`src/rtl/prog_launcher_if.sv`:
```
// Launcher <-> harness/core signal bundle.
// The master modport is the launcher side: it samples Go and Done and drives
// the Start pulse plus the status/measurement outputs. The slave modport is
// the harness/core side.
interface prog_launcher_if #(
  parameter int CW = 16
);
  logic          Go;
  logic          Done;
  logic          Start;
  logic [1:0]    ProgIdx;
  logic          Busy;
  logic          AllDone;
  logic          TimedOut;
  logic [CW-1:0] CycleCount;

  modport master (
    input  Go,
    input  Done,
    output Start,
    output ProgIdx,
    output Busy,
    output AllDone,
    output TimedOut,
    output CycleCount
  );

  modport slave (
    output Go,
    output Done,
    input  Start,
    input  ProgIdx,
    input  Busy,
    input  AllDone,
    input  TimedOut,
    input  CycleCount
  );
endinterface

```
`src/rtl/prog_launcher.sv`:
```
// prog_launcher: initiator side of the core's Start/Done handshake.
// On Go (sampled only while idle) it launches programs 1..NUM_PROGS in turn:
// each launch is a START_HOLD-cycle Start pulse, followed by GUARD cycles in
// which Done is ignored (the previous program's Done may still be high), then
// a wait for Done. The run length from Start fall to Done is reported on
// CycleCount.
//
// Handshake: Start is a level pulse the core sees as a rising edge; Done is a
// level from the core and is only honoured in WAIT_DONE. Go is a level that is
// sampled once per clock while idle; Go and Done together in IDLE -> Go wins.
//
// Optional watchdog: define PROG_LAUNCHER_TIMEOUT_EN to abort a program whose
// run counter reaches TIMEOUT without Done (TimedOut is sticky until next Go).
// Without the macro TimedOut stays 0 and WAIT_DONE waits indefinitely.
//
// DbgState exposes the FSM state (IDLE=0, START_HI=1, GUARD=2, WAIT_DONE=3).
module prog_launcher #(
  parameter int NUM_PROGS  = 3,
  parameter int START_HOLD = 2,
  parameter int GUARD      = 2,
  parameter int CW         = 16
`ifdef PROG_LAUNCHER_TIMEOUT_EN
  ,
  parameter int TIMEOUT    = 4000
`endif
) (
  input  logic              Clk,
  input  logic              Reset_n,
  prog_launcher_if.master   bus,
  output logic [1:0]        DbgState
);

  typedef enum logic [1:0] {
    S_IDLE      = 2'd0,
    S_START_HI  = 2'd1,
    S_GUARD     = 2'd2,
    S_WAIT_DONE = 2'd3
  } state_t;

  localparam int HW = (START_HOLD > 1) ? $clog2(START_HOLD) : 1;
  localparam int GW = (GUARD > 1) ? $clog2(GUARD) : 1;
  localparam logic [HW-1:0] HOLD_LAST  = HW'(START_HOLD - 1);
  localparam logic [GW-1:0] GUARD_LAST = GW'(GUARD - 1);
  localparam logic [1:0]    LAST_IDX   = 2'(NUM_PROGS);
  localparam logic [CW-1:0] RUN_MAX    = '1;

  state_t        state;
  logic [HW-1:0] hold_cnt;
  logic [GW-1:0] guard_cnt;
  logic [CW-1:0] run_cnt;
  logic [CW-1:0] run_inc;

  // Run counter next value, saturating so a very long run reads as all-ones.
  always_comb begin
    run_inc = run_cnt;
    if (run_cnt != RUN_MAX) run_inc = run_cnt + CW'(1);
  end

  assign DbgState = state;

  // Launch sequencer: one Start pulse per program, guard window, wait for Done.
  always_ff @(posedge Clk or negedge Reset_n) begin
    if (!Reset_n) begin
      state          <= S_IDLE;
      hold_cnt       <= '0;
      guard_cnt      <= '0;
      run_cnt        <= '0;
      bus.Start      <= 1'b0;
      bus.ProgIdx    <= 2'd0;
      bus.Busy       <= 1'b0;
      bus.AllDone    <= 1'b0;
      bus.TimedOut   <= 1'b0;
      bus.CycleCount <= '0;
    end else begin
      case (state)
        S_IDLE: begin
          if (bus.Go) begin
            bus.Start      <= 1'b1;
            bus.ProgIdx    <= 2'd1;
            bus.Busy       <= 1'b1;
            bus.AllDone    <= 1'b0;
            bus.TimedOut   <= 1'b0;
            bus.CycleCount <= '0;
            hold_cnt       <= '0;
            state          <= S_START_HI;
          end
        end

        S_START_HI: begin
          if (hold_cnt == HOLD_LAST) begin
            // Start falls here; the run is measured from this edge.
            bus.Start <= 1'b0;
            run_cnt   <= '0;
            guard_cnt <= '0;
            state     <= S_GUARD;
          end else begin
            hold_cnt <= hold_cnt + HW'(1);
          end
        end

        S_GUARD: begin
          // Done is deliberately not looked at: it may be the stale level
          // left over from the previous program.
          run_cnt <= run_inc;
          if (guard_cnt == GUARD_LAST) begin
            state <= S_WAIT_DONE;
          end else begin
            guard_cnt <= guard_cnt + GW'(1);
          end
        end

        S_WAIT_DONE: begin
          run_cnt <= run_inc;
          if (bus.Done) begin
            bus.CycleCount <= run_cnt;
            if (bus.ProgIdx == LAST_IDX) begin
              bus.Busy    <= 1'b0;
              bus.AllDone <= 1'b1;
              bus.ProgIdx <= 2'd0;
              state       <= S_IDLE;
            end else begin
              // Start was low last cycle, so the core sees a clean rising edge.
              bus.ProgIdx <= bus.ProgIdx + 2'd1;
              bus.Start   <= 1'b1;
              hold_cnt    <= '0;
              state       <= S_START_HI;
            end
          end
`ifdef PROG_LAUNCHER_TIMEOUT_EN
          else if (run_cnt == CW'(TIMEOUT)) begin
            // ProgIdx is left pointing at the program that never finished.
            bus.TimedOut   <= 1'b1;
            bus.Busy       <= 1'b0;
            bus.AllDone    <= 1'b0;
            bus.CycleCount <= CW'(TIMEOUT);
            state          <= S_IDLE;
          end
`endif
        end

        default: state <= S_IDLE;
      endcase
    end
  end

endmodule

```
`src/flat_wrapper.sv`:
```
// flat-port wrapper written by rule: the top's interface ports become plain ports
module prog_launcher_flat 
#(
  parameter int NUM_PROGS  = 3,
  parameter int START_HOLD = 2,
  parameter int GUARD      = 2,
  parameter int CW         = 16

)
  (Clk, Reset_n, DbgState, bus_Go, bus_Done, bus_Start, bus_ProgIdx, bus_Busy, bus_AllDone, bus_TimedOut, bus_CycleCount);
  prog_launcher_if #(.CW(CW)) bus_i ();
  input  logic Clk;
  input  logic Reset_n;
  output logic [1:0] DbgState;
  input wire logic [$bits(bus_i.Go)-1:0] bus_Go;
  input wire logic [$bits(bus_i.Done)-1:0] bus_Done;
  output wire logic [$bits(bus_i.Start)-1:0] bus_Start;
  output wire logic [$bits(bus_i.ProgIdx)-1:0] bus_ProgIdx;
  output wire logic [$bits(bus_i.Busy)-1:0] bus_Busy;
  output wire logic [$bits(bus_i.AllDone)-1:0] bus_AllDone;
  output wire logic [$bits(bus_i.TimedOut)-1:0] bus_TimedOut;
  output wire logic [$bits(bus_i.CycleCount)-1:0] bus_CycleCount;
  assign bus_i.Go = bus_Go;
  assign bus_i.Done = bus_Done;
  assign bus_Start = bus_i.Start;
  assign bus_ProgIdx = bus_i.ProgIdx;
  assign bus_Busy = bus_i.Busy;
  assign bus_AllDone = bus_i.AllDone;
  assign bus_TimedOut = bus_i.TimedOut;
  assign bus_CycleCount = bus_i.CycleCount;
  prog_launcher #(.NUM_PROGS(NUM_PROGS), .START_HOLD(START_HOLD), .GUARD(GUARD), .CW(CW)) u_core (.Clk(Clk), .Reset_n(Reset_n), .bus(bus_i), .DbgState(DbgState));
endmodule
```
`config.mk`:
```
export PLATFORM = sky130hd
export DESIGN_NAME = prog_launcher_flat
export DESIGN_NICKNAME = d
export VERILOG_FILES = /design/src/rtl/prog_launcher_if.sv /design/src/rtl/prog_launcher.sv /design/src/flat_wrapper.sv
export SDC_FILE = /design/constraint.sdc
export NUM_CORES = 1
export LEC_CHECK = 0
export ABC_CLOCK_PERIOD_IN_PS = 4000
export BUFFER_PORTS_ARGS = -buffer_cell sky130_fd_sc_hd__buf_2
export CAP_MARGIN = 20
export CELL_PAD_IN_SITES_DETAIL_PLACEMENT = 1
export CELL_PAD_IN_SITES_GLOBAL_PLACEMENT = 1
export CORE_MARGIN = 2
export CORE_UTILIZATION = 47
export DETAILED_ROUTE_END_ITERATION = 10
export PLACE_DENSITY_LB_ADDON = 0.1
export SLEW_MARGIN = 20
export SYNTH_ARGS = -nofsm -noshare
export SYNTH_HDL_FRONTEND = slang
export SYNTH_SLANG_ARGS = --single-unit
export TNS_END_PERCENT = 5
```
`constraint.sdc`:
```
create_clock -name Clk -period 4 [get_ports Clk]
set_clock_uncertainty 0.15 [all_clocks]
set_input_delay 0.8 -clock Clk [delete_from_list [all_inputs] [get_ports Clk]]
set_output_delay 0.8 -clock Clk [all_outputs]
set_load 0.01 [all_outputs]
```
==> reports/results.txt <==
DR iter-0 viols: 94
Clock Latency Late Sink: 0.29 ns
Hold Fails Final Rpt: 0
Comb power frac: 0.431
Switch Pwr: 0.654 mW
Req. time, crit path: 4.03 ns
Slowest cell on crit path: ha_1
first-pass GRT wire length: 9.09 mm
Leakage: 1.14 nW
H-Tree Depth: 2
routed vias: 1860
Final ANT Viol Nets: 0
Die X: 72.9 um
non-filler cells, final: 321
HP Start: u_core.bus.CycleCount[0]
post-DP HPWL: 3.73 mm
GRT met1 Usage: 0.318
outcome: finished clean
Mean Syn Cell Area: 9.08 sq um
Crit Path Category: register to register
flops & latches, synth: 41
CTS sink cnt: 41
Max-slew headroom: 0.380
internal power: 0.900 mW
final instance area: 2500 sq um
sw frac: 0.421
setup violators final: 0
Post-DP Area: 2380 sq um
met2 usage: 0.338
delay-heaviest family, CP: simple AND/OR/NAND/NOR gates
GPL Wtd Cong: 0.875
Reg-to-Reg End: u_core.bus.ProgIdx[0]
Core Area: 4660 sq um
total track usage: 0.220
Starting Density: 0.479
TritonCTS clock tree: built
Final Slew Violations: 0
fmax: 353 MHz
Post-CTS Setup Inserts: 0
max incr delay on CP: 0.73 ns
Most used DFF post-synth: dfrtp_1
area of the multi-input gates: 1110 sq um
worst-path fanout max: 35
Post-Syn Area: 2230 sq um
vias in the first global route: 1839
RSZ-0062 raised after global routing: no
met3 usage: 0.0387
relative contribution of sequential cells to total power: 0.343
placed insts: 313
Critical Path AT: 2.86 ns
initial antenna violation count: 0
CTS root buffer: clkbuf_8
Worst R2R Start: u_core.DbgState[1]
DIE HEIGHT: 72.9 um
worst hold endpoint: u_core.bus.CycleCount[0]
Routed wire per std cell: 16.9 um
clock-pin slew on the worst setup and hold paths: 0.08 ns
hold buffers post-CTS: 0
R2R cell count: 4
Num CTS Buffers: 5
Worst Path Buf+Inv: 0
peak supply drop: 0.339 mV
largest net degree at the start of global routing: 42
nets@finish: 277
Initial DRT Pass Iterations: 4
Hold Crit Class: register to register
Synth cell types: 45
register area: 1030 sq um
Power Density: 622 nW/um^2
detailed-route DRC error count: 0
Total Power: 1.55 mW
clock tree buffer depth: 2
gr ovfl total: 0
post-layout util: 0.536
share of post-route cells with drive strength above 1: 0.184
I/O pin cnt: 28
fin crit period: 2.83 ns
setup slack, reg-to-reg: 1.17 ns
Max Cap Viol: 0
fin crit share: 0.708
vias per cell: 5.79
CP cell instances: ha_1, nand2b_1, nand2_1, mux2_2
die area: 5320 sq um
worst hold path depth: 2
Worst setup EP type: register
placement row count: 25
# port buffers: 26
Routed WL: 5.43 mm
GR peak layer: met2
Diodes inserted: 0
area grow syn2layout: 11.9%
fillers: 571
Post-synth ARST share: 1.00
PostCTS Resize Cnt: 0
Net Count, Synth: 257
part of the power in the clock network: 0.226
Startpoint Class: register
number of synthesized flops with an enable pin: 0
Worst-Margin Slew: 0.930 ns
Syn. warnings: 0
post-synthesis sequential area ratio: 0.459
Post-Synthesis Cells: 246
TNS Setup: 0 ns
## cell type report
type / count / area share
clock buffers: 6 / 0.0330
clock inverters: 2 / 0.0150
inverters: 10 / 0.0150
well taps: 54 / 0.0270
repair buffers: 27 / 0.0551
flip-flops and latches: 41 / 0.410
multi-input cells: 181 / 0.444
## through the flow
step                      hold slack, ns  worst slack, ns
after floorplan                    0.351             1.76
after global placement             0.309             1.25
after detailed placement           0.316             1.14
after CTS                          0.335             1.12
after global routing               0.360            0.810
final                              0.323             1.17
## cells in the final DEF, fill, tap and decap left out, drive strengths merged, types with 7 or more instances in the layout
master | netlist | final
a21oi | 8 | 8
buf | 3 | 27
dfrtp | 41 | 41
ha | 7 | 7
inv | 10 | 10
nand2 | 49 | 49
nand3 | 15 | 15
nor2 | 16 | 16
o21ai | 23 | 23
## metal layers
| metal | up-vias | part of all wire | wire length [um] |
|---|---|---|---|
| met2 | 34 | 0.45 | 2460 |
| met5 | - | 0 | 0 |
| met1 | 906 | 0.50 | 2710 |
| met3 | 9 | 0.036 | 193 |
| li1 | 911 | - | - |
| met4 | 0 | 0.013 | 68 |
## cell families after synthesis
group / share of synthesized area
simple gates: 0.265
compound gates: 0.151
flops: 0.459
buf+inv: 0.0431
mux: 0.0403
fa+ha+maj: 0.0392
other cells: 0.00168
## sequential cells by signal (all words and copies together), names as in the netlist
name                   flops
u_core.bus.Start           1
u_core.DbgState            2
u_core.hold_cnt            1
u_core.guard_cnt           1
u_core.bus.ProgIdx         2
u_core.bus.Busy            1
u_core.bus.CycleCount     16
u_core.run_cnt            16
u_core.bus.AllDone         1
## power by group through the flow
stage | registers [mW] | clock network [mW] | logic (mW)
floorplan | 0.543 | 0 | 0.488
global placement | 0.537 | 0 | 0.660
detailed placement | 0.541 | 0 | 0.666
CTS | 0.533 | 0.361 | 0.675
global route | 0.543 | 0.371 | 0.754
finish | 0.533 | 0.352 | 0.670
## synthesized netlist by cell type (2+ instances only)
library cell	n	area, sq um
dfrtp_1	41	1030
mux2_2	4	45.0
nor2b_1	2	12.5
nand2_1	49	184
and3_1	4	25.0
clkbuf_1	11	41.3
a32o_1	2	20.0
a21oi_1	7	35.0
nand4_1	5	31.3
nor3_1	4	20.0
or4_1	4	30.0
buf_2	2	10.0
mux2i_1	3	30.0
o31ai_1	2	15.0
nand2b_1	3	18.8
o221ai_1	3	26.3
nor4_1	2	12.5
a2bb2oi_1	5	43.8
inv_1	10	37.5
ha_1	7	87.6
nor2_1	16	60.1
nand3_1	14	70.1
or2_2	2	12.5
o21ai_0	23	115
## worst max-delay path by stage
stage,start,endpoint,slack [ns],cells after the start
2_1_floorplan,u_core.DbgState[1],u_core.run_cnt[10],1.76,8
3_3_place_gp,u_core.DbgState[1],u_core.bus.ProgIdx[0],1.25,4
3_5_place_dp,u_core.DbgState[1],u_core.bus.ProgIdx[0],1.14,4
4_1_cts,u_core.DbgState[1],u_core.bus.ProgIdx[0],1.12,4
5_1_grt,u_core.DbgState[1],u_core.bus.ProgIdx[0],0.81,4
6_report,u_core.DbgState[1],u_core.bus.ProgIdx[0],1.17,4
## worst register-to-register path, stage by stage, from the launching register on
cell and delay (ns):
dfrtp_1 0.49, ha_1 0.73, nand2b_1 0.22, nand2_1 0.72, mux2_2 0.42
Note: power is estimated with default switching activity, not from simulation.
